--- config.mk ---
export PLATFORM = sky130hd
export DESIGN_NAME = param_shifter_flat
export DESIGN_NICKNAME = d
export VERILOG_FILES = /design/src/rtl/shifter_pkg.sv /design/src/rtl/param_shifter_if.sv /design/src/rtl/shift_stage.sv /design/src/rtl/param_shifter.sv /design/src/flat_wrapper.sv
export SDC_FILE = /design/constraint.sdc
export NUM_CORES = 1
export LEC_CHECK = 0
export ABC_AREA = 1
export CORE_MARGIN = 2
export CORE_UTILIZATION = 35
export CTS_BUF_LIST = sky130_fd_sc_hd__clkbuf_8
export DETAILED_ROUTE_END_ITERATION = 10
export GPL_ROUTABILITY_DRIVEN = 0
export PLACE_DENSITY_LB_ADDON = 0.05
export SYNTH_ARGS = -nofsm -noshare
export SYNTH_HDL_FRONTEND = slang
export SYNTH_SLANG_ARGS = --single-unit
--- constraint.sdc ---
create_clock -name clk -period 4.9 [get_ports clk]
set_input_delay 0.98 -clock clk [delete_from_list [all_inputs] [get_ports clk]]
set_output_delay 0.98 -clock clk [all_outputs]
set_load 0.1 [all_outputs]
--- src/rtl/shifter_pkg.sv ---
// Shared types for the parameterised shifter: command encoding, FSM states
// and the helper that classifies which opcodes take the multi-cycle path.
// Optional feature macro: PARAM_SHIFTER_ROTATE_EN (enables ROR/ROL).
package shifter_pkg;

    typedef enum logic [2:0] {
        OP_NOP  = 3'b000,
        OP_LOAD = 3'b001,
        OP_SHR  = 3'b010,
        OP_SHL  = 3'b011,
        OP_ASR  = 3'b100,
        OP_ROR  = 3'b101,
        OP_ROL  = 3'b110,
        OP_RSVD = 3'b111
    } op_e;

    typedef enum logic [1:0] {
        ST_IDLE  = 2'd0,
        ST_SHIFT = 2'd1,
        ST_DONE  = 2'd2
    } state_e;

    // Opcodes that walk through the SHW shift cycles; everything else
    // (NOP, LOAD, reserved, and rotates when disabled) finishes in one cycle.
    function automatic logic is_shift_op(op_e op);
        case (op)
            OP_SHR, OP_SHL, OP_ASR: return 1'b1;
`ifdef PARAM_SHIFTER_ROTATE_EN
            OP_ROR, OP_ROL:         return 1'b1;
`endif
            default:                return 1'b0;
        endcase
    endfunction

endpackage

--- src/rtl/param_shifter_if.sv ---
// Command/result bundle of the parameterised shifter. The master drives a
// command, the slave (the shifter) reports readiness, the accumulator value
// and the one-cycle completion pulse.
interface param_shifter_if #(
    parameter int WIDTH = 8
);
    localparam int SHW = $clog2(WIDTH);

    logic             cmd_valid;
    logic             cmd_ready;
    logic [2:0]       cmd_op;
    logic [SHW-1:0]   shiftnum;
    logic             inbit;
    logic [WIDTH-1:0] in;
    logic [WIDTH-1:0] out;
    logic             done;

    modport master (
        output cmd_valid, cmd_op, shiftnum, inbit, in,
        input  cmd_ready, out, done
    );

    modport slave (
        input  cmd_valid, cmd_op, shiftnum, inbit, in,
        output cmd_ready, out, done
    );

endinterface

--- src/rtl/shift_stage.sv ---
// One conditional power-of-two shift stage. The same hardware is reused on
// every SHIFT cycle: the stage index input selects the 2^k distance, and
// the enable (shift-amount bit k) decides whether the data moves at all.
// Optional feature macro: PARAM_SHIFTER_ROTATE_EN (adds the rotate paths).
module shift_stage
    import shifter_pkg::*;
#(
    parameter  int WIDTH = 8,
    localparam int SHW   = $clog2(WIDTH)
) (
    input  op_e              op,
    input  logic [SHW-1:0]   stage,
    input  logic             en,
    input  logic             fill,
    input  logic [WIDTH-1:0] din,
    output logic [WIDTH-1:0] dout
);

    logic [SHW-1:0]   amt;
    logic [WIDTH-1:0] fill_mask_r;
    logic [WIDTH-1:0] fill_mask_l;
`ifdef PARAM_SHIFTER_ROTATE_EN
    logic [SHW:0]     rot_back;
`endif

    // Shift/rotate the data by 2^stage when enabled, else pass it through.
    always_comb begin
        // NOTE: every output of a combinational block gets a default first so no path can infer a latch.
        amt         = SHW'(1) << stage;
        fill_mask_r = ~({WIDTH{1'b1}} >> amt);
        fill_mask_l = ~({WIDTH{1'b1}} << amt);
`ifdef PARAM_SHIFTER_ROTATE_EN
        rot_back    = (SHW+1)'(WIDTH) - {1'b0, amt};
`endif
        dout        = din;
        if (en) begin
            case (op)
                OP_SHR, OP_ASR: dout = (din >> amt) | ({WIDTH{fill}} & fill_mask_r);
                OP_SHL:         dout = (din << amt) | ({WIDTH{fill}} & fill_mask_l);
`ifdef PARAM_SHIFTER_ROTATE_EN
                OP_ROR:         dout = (din >> amt) | (din << rot_back);
                OP_ROL:         dout = (din << amt) | (din >> rot_back);
`endif
                default:        dout = din;
            endcase
        end
    end

endmodule

--- src/rtl/param_shifter.sv ---
// Multi-cycle barrel shifter with an accumulator register. Shifts take a
// fixed SHW+1 cycles (one log-step per cycle) whatever the shift amount;
// LOAD/NOP/reserved finish one cycle after acceptance.
// Optional feature macro: PARAM_SHIFTER_ROTATE_EN (ROR/ROL; otherwise NOPs).
module param_shifter
    import shifter_pkg::*;
#(
    parameter int WIDTH = 8
) (
    input  logic           clk,
    input  logic           rst,
    param_shifter_if.slave bus
);

    localparam int SHW = $clog2(WIDTH);

    state_e           state_q;
    state_e           state_d;
    op_e              cmd_op;
    op_e              op_q;
    logic [SHW-1:0]   num_q;
    logic             fill_q;
    logic [SHW-1:0]   stage_q;
    logic [WIDTH-1:0] acc_q;
    logic [WIDTH-1:0] stage_out;
    logic             accept;
    logic             last_stage;

    assign cmd_op     = op_e'(bus.cmd_op);
    assign accept     = bus.cmd_valid && bus.cmd_ready;
    assign last_stage = (stage_q == SHW'(SHW - 1));
    assign bus.out    = acc_q;

    // State register; synchronous reset returns to IDLE.
    always_ff @(posedge clk) begin
        // NOTE: sequential state uses non-blocking assignments so all registers update together at the edge.
        if (rst) state_q <= ST_IDLE;
        else     state_q <= state_d;
    end

    // Next-state logic: IDLE -> SHIFT (SHW cycles) or straight to DONE.
    always_comb begin
        state_d = state_q;
        case (state_q)
            ST_IDLE:  if (accept) state_d = is_shift_op(cmd_op) ? ST_SHIFT : ST_DONE;
            ST_SHIFT: if (last_stage) state_d = ST_DONE;
            ST_DONE:  state_d = ST_IDLE;
            default:  state_d = ST_IDLE;
        endcase
    end

    // Outputs decoded from the current state only.
    always_comb begin
        bus.cmd_ready = (state_q == ST_IDLE);
        bus.done      = (state_q == ST_DONE);
    end

    // Command capture and accumulator update.
    always_ff @(posedge clk) begin
        // NOTE: the captured command fields are plain registers, reset alongside the accumulator so nothing is ever X.
        if (rst) begin
            acc_q   <= '0;
            op_q    <= OP_NOP;
            num_q   <= '0;
            fill_q  <= 1'b0;
            stage_q <= '0;
        end else begin
            case (state_q)
                ST_IDLE: begin
                    if (accept) begin
                        op_q    <= cmd_op;
                        num_q   <= bus.shiftnum;
                        // ASR fills with the sign of the value at acceptance.
                        fill_q  <= (cmd_op == OP_ASR) ? acc_q[WIDTH-1] : bus.inbit;
                        stage_q <= '0;
                        if (cmd_op == OP_LOAD) acc_q <= bus.in;
                    end
                end
                ST_SHIFT: begin
                    acc_q   <= stage_out;
                    stage_q <= stage_q + 1'b1;
                end
                default: ;
            endcase
        end
    end

    shift_stage #(
        .WIDTH (WIDTH)
    ) u_stage (
        .op    (op_q),
        .stage (stage_q),
        .en    (num_q[stage_q]),
        .fill  (fill_q),
        .din   (acc_q),
        .dout  (stage_out)
    );

endmodule
--- src/flat_wrapper.sv ---
// flat-port wrapper written by rule: the top's interface ports become plain ports
module param_shifter_flat import shifter_pkg::*;
#(
    parameter int WIDTH = 8
)
  (clk, rst, bus_cmd_valid, bus_cmd_op, bus_shiftnum, bus_inbit, bus_in, bus_cmd_ready, bus_out, bus_done);
  param_shifter_if #(.WIDTH(WIDTH)) bus_i ();
  input  logic clk;
  input  logic rst;
  input wire logic [$bits(bus_i.cmd_valid)-1:0] bus_cmd_valid;
  input wire logic [$bits(bus_i.cmd_op)-1:0] bus_cmd_op;
  input wire logic [$bits(bus_i.shiftnum)-1:0] bus_shiftnum;
  input wire logic [$bits(bus_i.inbit)-1:0] bus_inbit;
  input wire logic [$bits(bus_i.in)-1:0] bus_in;
  output wire logic [$bits(bus_i.cmd_ready)-1:0] bus_cmd_ready;
  output wire logic [$bits(bus_i.out)-1:0] bus_out;
  output wire logic [$bits(bus_i.done)-1:0] bus_done;
  assign bus_i.cmd_valid = bus_cmd_valid;
  assign bus_i.cmd_op = bus_cmd_op;
  assign bus_i.shiftnum = bus_shiftnum;
  assign bus_i.inbit = bus_inbit;
  assign bus_i.in = bus_in;
  assign bus_cmd_ready = bus_i.cmd_ready;
  assign bus_out = bus_i.out;
  assign bus_done = bus_i.done;
  param_shifter #(.WIDTH(WIDTH)) u_core (.clk(clk), .rst(rst), .bus(bus_i));
endmodule
==> results.sh <==
export IMPL_leakage_nw=1.020
export IMPL_final_nets=332
export IMPL_cts_root_buf="clkbuf_8"
export IMPL_core_sq_mm=0.004692
export IMPL_cts_tree="yes"
export IMPL_syn_avg_cell_area_sq_um=5.987
export IMPL_critPathRequiredTime_ns=3.92
export IMPL_post_dp_cell_area_sq_mm=0.001997
export IMPL_vias_per_cell=5.215
export IMPL_end_kind="primary output"
export IMPL_ff_latch_area_sq_um=400.4
export IMPL_detail_route_wl_per_cell_microns=13.50
export IMPL_ant_nets=0
export IMPL_critical_path_startpoint="u_core.state_q[0]"
export IMPL_design_area_sq_mm=0.002052
export IMPL_track_usage_pct=19.51
export IMPL_critPathMaxFanout=5
export IMPL_clk_latency_ns=0.27
export IMPL_syn_inst=284
export IMPL_ys_seq_area_share_pct=23.55
export IMPL_slew_viol_final=0
export IMPL_grt_overflow=0
export IMPL_fin_hold_ws_ns=0.4576
export IMPL_wl_mm=4.900
export IMPL_ir_worst_vdd_uv=162.4
export IMPL_start_util_pct=36.24
export IMPL_rsz0062_at_grt="no"
export IMPL_r2r_slack_ns=2.74
export IMPL_cts_sinks=20
export IMPL_grt_max_degree=18
export IMPL_layout_min_cycle_time_ns=2.914
export IMPL_timing_rr_start="u_core.stage_q[0]"
export IMPL_multiInputGateArea_sq_mm=0.001124
export IMPL_hold_path_class="register to register"
export IMPL_synthesis_nets=306
export IMPL_finalSetupViolations=0
export IMPL_setup_tns_ns=0
export IMPL_holdBufCountCts=0
export IMPL_power_uw=475.3
export IMPL_area_growth_syn_to_layout_pct=20.68
export IMPL_syn_area_sq_mm=0.001700
export IMPL_fp_dieW_microns=73.70
export IMPL_worst_pin_slew_ns=0.9668
export IMPL_antenna_found_initial=0
export IMPL_status="finished, final reports clean"
export IMPL_cts_clk_slew_worst_paths_ns=0.08
export IMPL_max_clock_freq_mhz=343.2
export IMPL_postCtsSetupRepairBufs=0
export IMPL_slew_headroom_pct=35.34
export IMPL_worst_setup_path_type="register to primary output"
export IMPL_grt_pass1_wl_mm=8.176
export IMPL_r2r_end="u_core.bus.out[4]"
export IMPL_via_count=1893
export IMPL_cts_buffers=3
export IMPL_finClkSkew_ns=0.002213
export IMPL_worstPathArrival_ns=1.93
export IMPL_cts_max_level=1
export IMPL_yosysWarnings=0
export IMPL_synth_cell_type_count=27
export IMPL_drive_above_1_share_pct=7.120
export IMPL_grt_pass1_vias=1728
export IMPL_dpl_hpwl_mm=3.789
export IMPL_hold_violations=0
export IMPL_power_density_mw_per_mm2=231.6
export IMPL_diodes=0
export IMPL_endpoint="bus_cmd_ready"
export IMPL_num_fill_cells=521
export IMPL_r2r_cells=12
export IMPL_cp_start_kind="register"
export IMPL_placementRows=25
export IMPL_cap_violations=0
export IMPL_numPortBuffers=27
export IMPL_cts_resized=0
export IMPL_first_iter_violations=136
export IMPL_die_area_sq_mm=0.005432
export IMPL_first_pass_iters=5
export IMPL_io_pins=28
export IMPL_drc=0
export IMPL_clk_path_buf_depth=2
export IMPL_final_util_pct=43.73
export IMPL_ys_ff_latch=20
export IMPL_timing_final_crit_share_pct=59.47
export IMPL_die_y_microns=73.70
==> synth_stat cells (all sizes together) <==
| library cell | number | area (sq um) |
|---|---|---|
| clkinv | 1 | 3.750 |
| dfxtp | 20 | 400.4 |
| nand2 | 97 | 402.9 |
| nor3 | 2 | 10.01 |
| o211ai | 1 | 7.510 |
| ha | 4 | 50.05 |
| a211oi | 1 | 7.510 |
| nor2 | 24 | 145.1 |
| o21ai | 22 | 113.9 |
| nand3 | 47 | 235.2 |
| buf | 6 | 41.28 |
| inv | 35 | 131.4 |
| nand4 | 2 | 27.53 |
| a21oi | 18 | 93.84 |
| a21boi | 4 | 30.03 |
==> through the flow <==
stage	std cells	setup WS, ns
floorplan	284	2.269
global route	363	1.931
detailed placement	359	2.286
global placement	359	2.294
CTS	363	1.972
finish	363	1.986
==> cells by family after synthesis <==
group                      Yosys count  synth area share (%)
AOI/OAI and AO/OA                   46                 14.86
buffers and inverters               42                 10.37
and+or+nand+nor                    172                 48.27
DFF                                 20                 23.55
adders and majority gates            4                 2.943
==> worst min path at each step <==
stage / endpoint / start / cells past startpoint
floorplan: u_core.num_q[0] / u_core.num_q[0] / 2
detailed placement: u_core.num_q[1] / u_core.num_q[1] / 2
global placement: u_core.num_q[0] / u_core.num_q[0] / 2
CTS: u_core.num_q[0] / u_core.num_q[0] / 2
finish: u_core.num_q[0] / u_core.num_q[0] / 2
global route: u_core.num_q[0] / u_core.num_q[0] / 2
==> sequential cells by signal, indices dropped and copies added, names as in the netlist <==
name and cells:
u_core.num_q 3, u_core.state_q 2, u_core.stage_q 3, u_core.fill_q 1
u_core.bus.out 8, u_core.op_q 3
==> layer usage <==
layer	vias up	track usage, %	routed length [microns]
met3	9	2.743	181
met1	867	26.17	2277
li1	972	-	-
met2	45	31.35	2350
met4	0	7.677	89
met5	-	0	0
==> area by class of cell <==
type                            count  area share [%]
Multi-Input combinational cell    222           54.76
Clock buffer                        4           2.683
Timing Repair Buffer               27           13.17
Inverter                           36           6.585
Sequential cell                    20           19.51
Tap cell                           54           3.293
==> power breakdown <==
group / leakage, nW / switching [mW] / internal, mW
clock: 0.0288 / 0.0619 / 0.0717
combinational: 0.828 / 0.107 / 0.0492
sequential: 0.164 / 0.0116 / 0.173
==> placed cells by master (no fill, tap or decap) <==
cell type,netlist,routed
o21ai_2,1,1
o21ai_1,1,1
nand3_1,47,47
a21boi_0,4,4
inv_2,4,4
nand2_8,1,1
nand2_1,91,91
nor3_1,2,2
clkbuf_8,0,4
nor2_4,3,3
dfxtp_1,20,20
o21ai_0,20,20
nor2_1,19,19
o211ai_1,1,1
a211oi_1,1,1
nor2_8,2,2
nand4_1,1,1
clkinv_1,1,1
ha_1,4,4
nand4_4,1,1
inv_1,31,31
a21oi_1,17,17
a21oi_2,1,1
clkdlybuf4s50_1,0,27
nand2_4,2,2
nand2_2,3,3
==> critical path: stages, from the launching register on <==
cell and delay [ns]:
dfxtp_1 0.39, nor2_1 0.14, clkdlybuf4s50_1 1.14
Power figures use the tool's default switching activity.
